--- src/rtl/i2c_pkg.sv ---
// Shared definitions for the I2C init-script sequencer: FSM state encoding,
// script entry tags and the rule that builds the address byte.
package i2c_pkg;

    typedef enum logic [3:0] {
        S_IDLE,
        S_FETCH,
        S_FWAIT,
        S_DECODE,
        S_START,
        S_ADDR,
        S_REG,
        S_DATA,
        S_STOP,
        S_NEXT,
        S_DELAY,
        S_FINISH
    } state_t;

    typedef enum logic [1:0] {
        E_WRITE,
        E_DELAY,
        E_END
    } entry_kind_t;

    localparam logic [7:0] END_REG   = 8'hFF;
    localparam logic [7:0] END_DATA  = 8'hFF;
    localparam logic [7:0] DELAY_REG = 8'hFE;

    // Address byte for a write transfer: 7-bit target address, R/W bit low.
    function automatic logic [7:0] addr_byte(input logic [6:0] dev);
        return {dev, 1'b0};
    endfunction

    // Classify one 16-bit script word ({reg, data}).
    function automatic entry_kind_t decode_entry(input logic [15:0] word);
        if (word[15:8] == END_REG && word[7:0] == END_DATA)
            return E_END;
        else if (word[15:8] == DELAY_REG)
            return E_DELAY;
        else
            return E_WRITE;
    endfunction

endpackage

--- src/rtl/i2c_delay_timer.sv ---
// Script delay timer: on load, arms a countdown of value*DELAY_UNIT clk and
// raises expired once that many cycles have been spent waiting. A value of 0
// reports expired straight away.
module i2c_delay_timer
    import i2c_pkg::*;
#(
    parameter int unsigned DELAY_UNIT = 100000
) (
    input  logic       clk,
    input  logic       reset,
    input  logic       load,
    input  logic [7:0] value,
    output logic       expired
);

    localparam int unsigned CW = $clog2(255 * DELAY_UNIT + 1);

    logic [CW-1:0] cnt_q;
    logic [CW-1:0] cnt_d;

    // Load the full cycle count, otherwise count down and stop at zero.
    always_comb begin
        // NOTE: every always_comb output gets a default first so no path can
        // leave it unassigned and infer a latch.
        cnt_d = cnt_q;
        if (load)
            cnt_d = CW'(value) * CW'(DELAY_UNIT);
        else if (cnt_q != '0)
            cnt_d = cnt_q - 1'b1;
    end

    // Countdown register.
    always_ff @(posedge clk or posedge reset) begin
        // NOTE: sequential state uses non-blocking assignments so every flop
        // samples pre-edge values regardless of statement order.
        if (reset)
            cnt_q <= '0;
        else
            cnt_q <= cnt_d;
    end

    // The waiting state sees the loaded count on its first cycle, so ending
    // at a count of one spends exactly value*DELAY_UNIT cycles waiting.
    assign expired = (cnt_q <= CW'(1));

endmodule

--- src/rtl/i2c_init_sequencer.sv ---
// I2C initialisation-script sequencer. Fetches {reg,data} words from a
// synchronous ROM and turns each into a full write transaction on an
// i2c_master (START, address+W, reg, data, STOP), with delay and end entries.
// A NACK issues STOP, flags error/err_index and ends the script.
// Build option: define I2C_RETRY_EN to retry a NACKed entry up to MAX_RETRY
// times before giving up.
module i2c_init_sequencer
    import i2c_pkg::*;
#(
    parameter logic [6:0]  DEV_ADDR   = 7'h3C,
    parameter int unsigned AW         = 5,
    parameter int unsigned DELAY_UNIT = 100000,
    parameter int unsigned MAX_RETRY  = 3
) (
    input  logic          clk,
    input  logic          reset,
    input  logic          go,
    output logic [AW-1:0] rom_addr,
    input  logic [15:0]   rom_data,
    output logic          m_start,
    output logic          m_stop,
    output logic          m_write,
    output logic          m_read,
    output logic          m_ack_in,
    output logic [7:0]    m_data_in,
    input  logic          m_done,
    input  logic          m_busy,
    input  logic          m_ack_err,
    output logic          running,
    output logic          finished,
    output logic          error,
    output logic [AW-1:0] err_index
);

    state_t        state_q,     state_d;
    logic [AW-1:0] index_q,     index_d;
    logic [AW-1:0] rom_addr_q,  rom_addr_d;
    logic [AW-1:0] err_index_q, err_index_d;
    logic [7:0]    reg_q,       reg_d;
    logic [7:0]    dat_q,       dat_d;
    logic [7:0]    data_q,      data_d;
    logic          start_q,     start_d;
    logic          stop_q,      stop_d;
    logic          write_q,     write_d;
    logic          running_q,   running_d;
    logic          finished_q,  finished_d;
    logic          error_q,     error_d;
    logic          abort_q,     abort_d;

`ifdef I2C_RETRY_EN
    localparam int unsigned RW = $clog2(MAX_RETRY + 2);
    logic [RW-1:0] retry_q, retry_d;
    logic          redo_q,  redo_d;
`endif

    logic timer_load;
    logic timer_expired;
    logic nack;

    i2c_delay_timer #(
        .DELAY_UNIT (DELAY_UNIT)
    ) u_delay_timer (
        .clk     (clk),
        .reset   (reset),
        .load    (timer_load),
        .value   (rom_data[7:0]),
        .expired (timer_expired)
    );

    // A byte came back NACKed while one of our three bytes was in flight.
    assign nack = m_done && m_ack_err &&
                  (state_q == S_ADDR || state_q == S_REG || state_q == S_DATA);

    // Next-state and next-output logic of the sequencer FSM.
    always_comb begin
        state_d     = state_q;
        index_d     = index_q;
        rom_addr_d  = rom_addr_q;
        err_index_d = err_index_q;
        reg_d       = reg_q;
        dat_d       = dat_q;
        data_d      = data_q;
        start_d     = start_q;
        stop_d      = stop_q;
        write_d     = write_q;
        running_d   = running_q;
        finished_d  = 1'b0;
        error_d     = error_q;
        abort_d     = abort_q;
        timer_load  = 1'b0;
`ifdef I2C_RETRY_EN
        retry_d     = retry_q;
        redo_d      = redo_q;
`endif

        case (state_q)
            S_IDLE: begin
                if (go) begin
                    index_d   = '0;
                    error_d   = 1'b0;
                    abort_d   = 1'b0;
                    running_d = 1'b1;
                    state_d   = S_FETCH;
                end
            end

            S_FETCH: begin
                rom_addr_d = index_q;
                state_d    = S_FWAIT;
            end

            S_FWAIT: state_d = S_DECODE;

            S_DECODE: begin
                reg_d = rom_data[15:8];
                dat_d = rom_data[7:0];
`ifdef I2C_RETRY_EN
                retry_d = '0;
                redo_d  = 1'b0;
`endif
                case (decode_entry(rom_data))
                    E_END: begin
                        finished_d = 1'b1;
                        running_d  = 1'b0;
                        state_d    = S_FINISH;
                    end
                    E_DELAY: begin
                        timer_load = 1'b1;
                        state_d    = S_DELAY;
                    end
                    default: begin
                        start_d = 1'b1;
                        write_d = 1'b1;
                        data_d  = addr_byte(DEV_ADDR);
                        state_d = S_START;
                    end
                endcase
            end

            // Dropping start as soon as the master is busy keeps it from
            // re-issuing START when the address byte completes.
            S_START: begin
                if (m_busy) begin
                    start_d = 1'b0;
                    write_d = 1'b0;
                    state_d = S_ADDR;
                end
            end

            S_ADDR: begin
                if (m_done && !m_ack_err) begin
                    data_d  = reg_q;
                    state_d = S_REG;
                end
            end

            S_REG: begin
                if (m_done && !m_ack_err) begin
                    data_d  = dat_q;
                    state_d = S_DATA;
                end
            end

            S_DATA: begin
                if (m_done && !m_ack_err) begin
                    stop_d  = 1'b1;
                    state_d = S_STOP;
                end
            end

            S_STOP: begin
                if (m_done) begin
                    stop_d = 1'b0;
                    if (abort_q) begin
                        finished_d = 1'b1;
                        running_d  = 1'b0;
                        state_d    = S_FINISH;
`ifdef I2C_RETRY_EN
                    end else if (redo_q) begin
                        redo_d  = 1'b0;
                        start_d = 1'b1;
                        write_d = 1'b1;
                        data_d  = addr_byte(DEV_ADDR);
                        state_d = S_START;
`endif
                    end else begin
                        state_d = S_NEXT;
                    end
                end
            end

            S_NEXT: begin
                if (index_q == '1) begin
                    finished_d = 1'b1;
                    running_d  = 1'b0;
                    state_d    = S_FINISH;
                end else begin
                    index_d = index_q + 1'b1;
                    state_d = S_FETCH;
                end
            end

            S_DELAY: begin
                if (timer_expired)
                    state_d = S_NEXT;
            end

            S_FINISH: state_d = S_IDLE;

            default: state_d = S_IDLE;
        endcase

        // NACK path overrides the per-state ACK handling above.
        if (nack) begin
            stop_d  = 1'b1;
            state_d = S_STOP;
`ifdef I2C_RETRY_EN
            if (retry_q < RW'(MAX_RETRY)) begin
                retry_d = retry_q + 1'b1;
                redo_d  = 1'b1;
            end else begin
                abort_d     = 1'b1;
                error_d     = 1'b1;
                err_index_d = index_q;
            end
`else
            abort_d     = 1'b1;
            error_d     = 1'b1;
            err_index_d = index_q;
`endif
        end
    end

    // State and registered outputs; reset aborts mid-transaction silently.
    always_ff @(posedge clk or posedge reset) begin
        if (reset) begin
            state_q     <= S_IDLE;
            index_q     <= '0;
            rom_addr_q  <= '0;
            err_index_q <= '0;
            reg_q       <= '0;
            dat_q       <= '0;
            data_q      <= '0;
            start_q     <= 1'b0;
            stop_q      <= 1'b0;
            write_q     <= 1'b0;
            running_q   <= 1'b0;
            finished_q  <= 1'b0;
            error_q     <= 1'b0;
            abort_q     <= 1'b0;
`ifdef I2C_RETRY_EN
            retry_q     <= '0;
            redo_q      <= 1'b0;
`endif
        end else begin
            state_q     <= state_d;
            index_q     <= index_d;
            rom_addr_q  <= rom_addr_d;
            err_index_q <= err_index_d;
            reg_q       <= reg_d;
            dat_q       <= dat_d;
            data_q      <= data_d;
            start_q     <= start_d;
            stop_q      <= stop_d;
            write_q     <= write_d;
            running_q   <= running_d;
            finished_q  <= finished_d;
            error_q     <= error_d;
            abort_q     <= abort_d;
`ifdef I2C_RETRY_EN
            retry_q     <= retry_d;
            redo_q      <= redo_d;
`endif
        end
    end

    assign rom_addr  = rom_addr_q;
    assign m_start   = start_q;
    assign m_stop    = stop_q;
    assign m_write   = write_q;
    assign m_read    = 1'b0;
    assign m_ack_in  = 1'b1;
    assign m_data_in = data_q;
    assign running   = running_q;
    assign finished  = finished_q;
    assign error     = error_q;
    assign err_index = err_index_q;

endmodule

--- config.mk ---
export PLATFORM = sky130hd
export DESIGN_NAME = i2c_init_sequencer
export DESIGN_NICKNAME = d
export VERILOG_FILES = /design/src/rtl/i2c_pkg.sv /design/src/rtl/i2c_delay_timer.sv /design/src/rtl/i2c_init_sequencer.sv
export SDC_FILE = /design/constraint.sdc
export NUM_CORES = 1
export LEC_CHECK = 0
export ABC_CLOCK_PERIOD_IN_PS = 7000
export CORE_ASPECT_RATIO = 0.8
export CORE_MARGIN = 3
export CORE_UTILIZATION = 28
export CTS_BUF_LIST = sky130_fd_sc_hd__clkbuf_8
export CTS_CLUSTER_DIAMETER = 60
export DETAILED_ROUTE_END_ITERATION = 8
export DONT_BUFFER_PORTS = 1
export GPL_TIMING_DRIVEN = 1
export HOLD_SLACK_MARGIN = 0.12
export PLACE_DENSITY = 0.45
export SLEW_MARGIN = 25
export SYNTH_ARGS = -nofsm -noshare
export SYNTH_HDL_FRONTEND = slang
export SYNTH_SLANG_ARGS = --single-unit
export TNS_END_PERCENT = 100
--- constraint.sdc ---
create_clock -name clk -period 7 [get_ports clk]
set_clock_uncertainty 0.05 [all_clocks]
set_input_delay 1.05 -clock clk [delete_from_list [all_inputs] [get_ports clk]]
set_output_delay 1.05 -clock clk [all_outputs]
set_load 0.02 [all_outputs]
# Word level (Yosys, flattened, before mapping)
# Index checks and enable logic that the tools add are counted.
dict set report totals {
  out_inout_bits 26
  ff_bits 73
  word_cells 122
  in_bits 22
}
dict set report op_classes {
  addsub 2
  reduce_logical 25
  n_mux 47
  n_mul 1
  magnitude_cmp 1
  eq_ne 33
}
# op count
set ops {}
lappend ops {{two-way mux 25 bit} 2}
lappend ops {{one-hot mux 4 bit (11 select lines)} 1}
lappend ops {{two-way mux 4 bit} 9}
lappend ops {{<= comparator 25 x 1 -> 1 bit (second input constant)} 1}
lappend ops {{nonzero test 25 bit} 1}
lappend ops {{subtractor 25 x 1 -> 25 bit (second input constant)} 1}
lappend ops {{equality test 8 bit (second input constant)} 3}
lappend ops {{two-way mux 8 bit} 3}
lappend ops {{one-hot mux 8 bit (3 select lines)} 1}
lappend ops {{multiplier 8 x 12 -> 20 bit (second input constant)} 1}
lappend ops {{two-way mux 1 bit} 20}
lappend ops {{equality test 4 x 3 -> 1 bit (second input constant)} 4}
lappend ops {{!= test 2 bit (second input constant)} 8}
lappend ops {{equality test 4 bit (second input constant)} 3}
lappend ops {{!= test 3 bit (second input constant)} 4}
lappend ops {{two-way mux 5 bit} 2}
lappend ops {{one-hot mux 5 bit (2 select lines)} 1}
lappend ops {{nonzero test 2 bit} 5}
lappend ops {{!= test 3 x 2 -> 1 bit (second input constant)} 3}
lappend ops {{AND reduction 3 bit} 3}
lappend ops {{equality test 4 x 2 -> 1 bit (second input constant)} 2}
lappend ops {{one-hot mux 4 bit (2 select lines)} 1}
lappend ops {{AND reduction 7 bit} 1}
lappend ops {{two-way mux 2 bit} 3}
lappend ops {{19 further kinds} 26}

# Longest topological paths before layout
dict set report depth {
  depth_word 8
  ltp_mapped 14
  depth_no_buf 13
}

# Hierarchy
# Synthesis repeated with hierarchy kept, for this count alone.
dict set report hier_totals {
  hier_cells 546
  area_unflattened_um2 5228.8
}
# mod n_inst area_each_um2 cells_per_inst seq_area_each_um2
set by_module_without_submodules {}
lappend by_module_without_submodules {i2c_delay_timer 1 2793.9 292 625.6}
lappend by_module_without_submodules {i2c_init_sequencer 1 2434.8 254 1201.2}

# Least setup slack after synthesis
# No wires, ideal clock.
dict set report synth_path {
  path_type {input-to-reg}
  start {input rom_data[3]}
  end {register u_delay_timer.cnt_q[24]}
  setup_time_ns 0.096
  t_required_ns 6.854
  path_slack_ns 2.735
  arrival_time_ns 4.120
  path_stages 11
  n_path_buf 0
  cell_sequence {ha_1 fa_1 fa_1 ha_1 ha_1 a2111o_1 a21oi_1 nor3b_1 o21ai_0 a21oi_1 o31ai_1}
}
dict set report synth_between {
  elab_chain_len 8
  elab_cells_between_ends 10
  cone_classes {1 x mul; 2 x eq/ne; 5 x mux; 2 x reduce/logical}
}
# element line
set synth_lines {}
lappend synth_lines {{start: declaration} i2c_init_sequencer.sv:19} ;# input logic [15:0] rom_data,
lappend synth_lines {{branches (longest 8 deep; another with multiplier 8 x 12 -> 20 bit)} n/a}
lappend synth_lines {{end signal: assignment} i2c_delay_timer.sv:39} ;# cnt_q <= cnt_d;
lappend synth_lines {{end: declaration} i2c_delay_timer.sv:18} ;# logic [CW-1:0] cnt_q;
# Several ways; the timed one is not identified. The select of a mux whose other input is x is not followed.
# A chain may end at the register's enable or synchronous reset.

# Final worst setup path
# Same ends and word-level chain as after synthesis.

==> impl_metrics.ini <==
[synth]
synth_fp_nets = 611
ys_warn_count = 0
yosysSeqAreaShare_pct = 35.4
netlist_area_um2 = 5170
ys_ff_latch = 73
syn-mean-instance-area_um2 = 9.95
async_flop_share_pct = 100
synth-edff-count = 0
ys.flop_type = dfrtp_1
synth.distinct_cells = 63
synth_cells = 519

[placed_design]
numPortBuffers = 0
gp_congestion = 0.809
dp_hpwl_um = 9700
placed_area_um2 = 5400

[finish]
area_growth_pct = 8.86
drive_gt1_share_pct = 12.2
antennaDiodeCount = 0
fill_cells = 1817
fin_nets = 605
final_cell_mix = 73 x dfrtp_1, 58 x ha_1, 41 x nor2_1
layout_commonest_cell = dfrtp_1
fin_area_um2 = 5620

[die]
die_w_um = 158
core_um2 = 17700
die_h_um = 127
die_area_um2 = 20100
start_util_pct = 29.2
rows = 43
ios = 48

[sta]
tightest_slew_ns = 0.788
relSlewSlack_pct = 47.1
hold_viol_final = 0
slew_viol_final = 0
rsz0062_at_grt = no
finalSetupTns_ns = 0
setup_violations = 0
clock.fmax_ghz = 0.235
post-route-period-util_pct = 60.9
min_period_ns = 4.26

[routing]
detail_route.vias_per_cell = 5.30
vias = 3933
wl_per_cell_um = 17.2
drcViolationCount = 0
drtIter0Drc = 265
finalWirelength_um = 12800
first_pass_iters = 6
ant_nets = 0

[clocking]
tritoncts = built
clkLatencyLatePin_ns = 0.36
post_cts_buffers = 0
htreeDepth = 3
cts_buffers = 9
cts_root_buf = clkbuf_8
cts_sinks = 73
clk_pin_slew_ns = 0.09
clock_path_buffers = 2
cts_hold_buf = 0
cts_resized = 0

[critical_path]
startpoint_type = input pin
crit_arrival_ns = 4.46
reg2regPathDepth = 5
crit_fanout = 5
slowest_stage = fa_1
end_kind = flop
required_ns = 7.20
crit_cells = 11
crit_chain = ha_1, fa_1, fa_1, ha_1, ha_1, a2111o_1, a21oi_1, nor3b_1, o21ai_0, a21oi_1, o31ai_1
critPathBufInv = 0
critPathMaxStageDelay_ns = 0.55
cpLargestDelayFamily = adder cells
criticalPathCategory = input pin to flop
cp_common_cell = ha_1

[status]
outcome = completed

[min_path]
hold_depth = 1
min_path_type = flop to flop

[global_route]
grt_max_degree = 74
grt_pass1_wl_um = 21100
gr-total-overflow = 0
grt_use_total_pct = 13.1
grt_pass1_vias = 3858
antenna_found_initial = 0

[job]
cap_violations = 0

[power_and_ir_drop]
p_total_mw = 1.90
p_leak_nw = 2.42
pwr_density_cell_nw_per_um2 = 339
ir_worst_vdd_mv = 0.129
## sequential cells by signal (all words and copies together) (netlist names), 4 cells and up
register / count
dat_q: 8
err_index: 5
index_q: 5
m_data_in: 8
reg_q: 8
rom_addr: 5
state_q: 4
u_delay_timer.cnt_q: 25
## kinds of logic after synthesis
logic type      share of synthesized area, %
mux                                     6.90
flops                                   35.4
simple gates                            15.8
other cells                            0.145
compound gates                          15.3
fa+ha+maj                               18.7
xor+xnor                                4.75
buf+inv                                 3.08
## area by class of cell
type                    instances  area (um2)  area share, %
clock buffers                  10         138           2.45
clock inverters                 5        80.1           1.42
inverters                      19        71.3           1.27
multi-input cells             407        3200           56.9
flip-flops and latches         73        1830           32.5
well taps                     225         282           5.01
repair buffers                  3        26.3          0.467
## through the flow
step	worst slack, ns	hold WS (ns)	util (%)	std cells
after floorplan	2.73	0.431	-	519
after global placement	2.46	0.442	30.5	727
after detailed placement	2.41	0.451	30.5	727
after CTS	2.78	0.470	31.7	742
after global routing	2.54	0.480	31.8	742
final	2.74	0.466	31.8	742
## synth_stat cells, types with 3 or more instances
cell type   n  area, um2
nand4b_1    4       35.0
clkbuf_1   15       56.3
inv_1      19       71.3
a21oi_1    34        170
mux2i_1     3       30.0
nor2_1     41        154
nand3_1    12       60.1
buf_4       3       22.5
nand2b_1    7       43.8
ha_1       58        726
o21a_1      3       22.5
nand4_1     5       31.3
and3_1      6       37.5
nor2b_1     5       31.3
fa_1       12        240
nand2_1    31        116
mux2_2     29        327
or3_1       5       31.3
a211oi_1    6       45.0
nor3_1     15       75.1
xor2_1     14        123
a31oi_1    11       68.8
a22oi_1     8       60.1
dfrtp_1    73       1830
nor3b_1     5       37.5
xnor2_1    14        123
a21o_1      6       45.0
o21ai_0    25        125
or2_2       4       25.0
## layer usage
metal / track usage (%) / part of all wire (%)
met1: 19.8 / 51
met2: 18.1 / 42
met3: 4.17 / 5.7
met4: 3.11 / 1.3
met5: 0 / 0
## where the power goes
group	switching (mW)	internal, mW	total, mW
Combinational	0.396	0.356	0.752
Clock	0.166	0.208	0.373
Sequential	0.217	0.562	0.780
Total	0.779	1.13	1.90
## final timing paths
check	startpoint	endpoint	slack, ns
setup reg to reg	u_delay_timer.cnt_q[8]	u_delay_timer.cnt_q[17]	4.04
min in group asynchronous	reset	m_write	0.70
hold / removal	reg_q[4]	reg_q[4]	0.47
hold reg to reg	reg_q[4]	reg_q[4]	0.47
max in group asynchronous	reset	reg_q[5]	5.71
setup / recovery	rom_data[3]	u_delay_timer.cnt_q[24]	2.74
## worst reg2reg max path: stages, from the launching register on
cell and delay, ns:
dfrtp_1 0.43, or4_4 0.60, nor4_4 0.43, nand4_1 0.67, nand2_1 0.50, o22ai_1 0.14
Note: power is estimated with default switching activity, not from simulation.
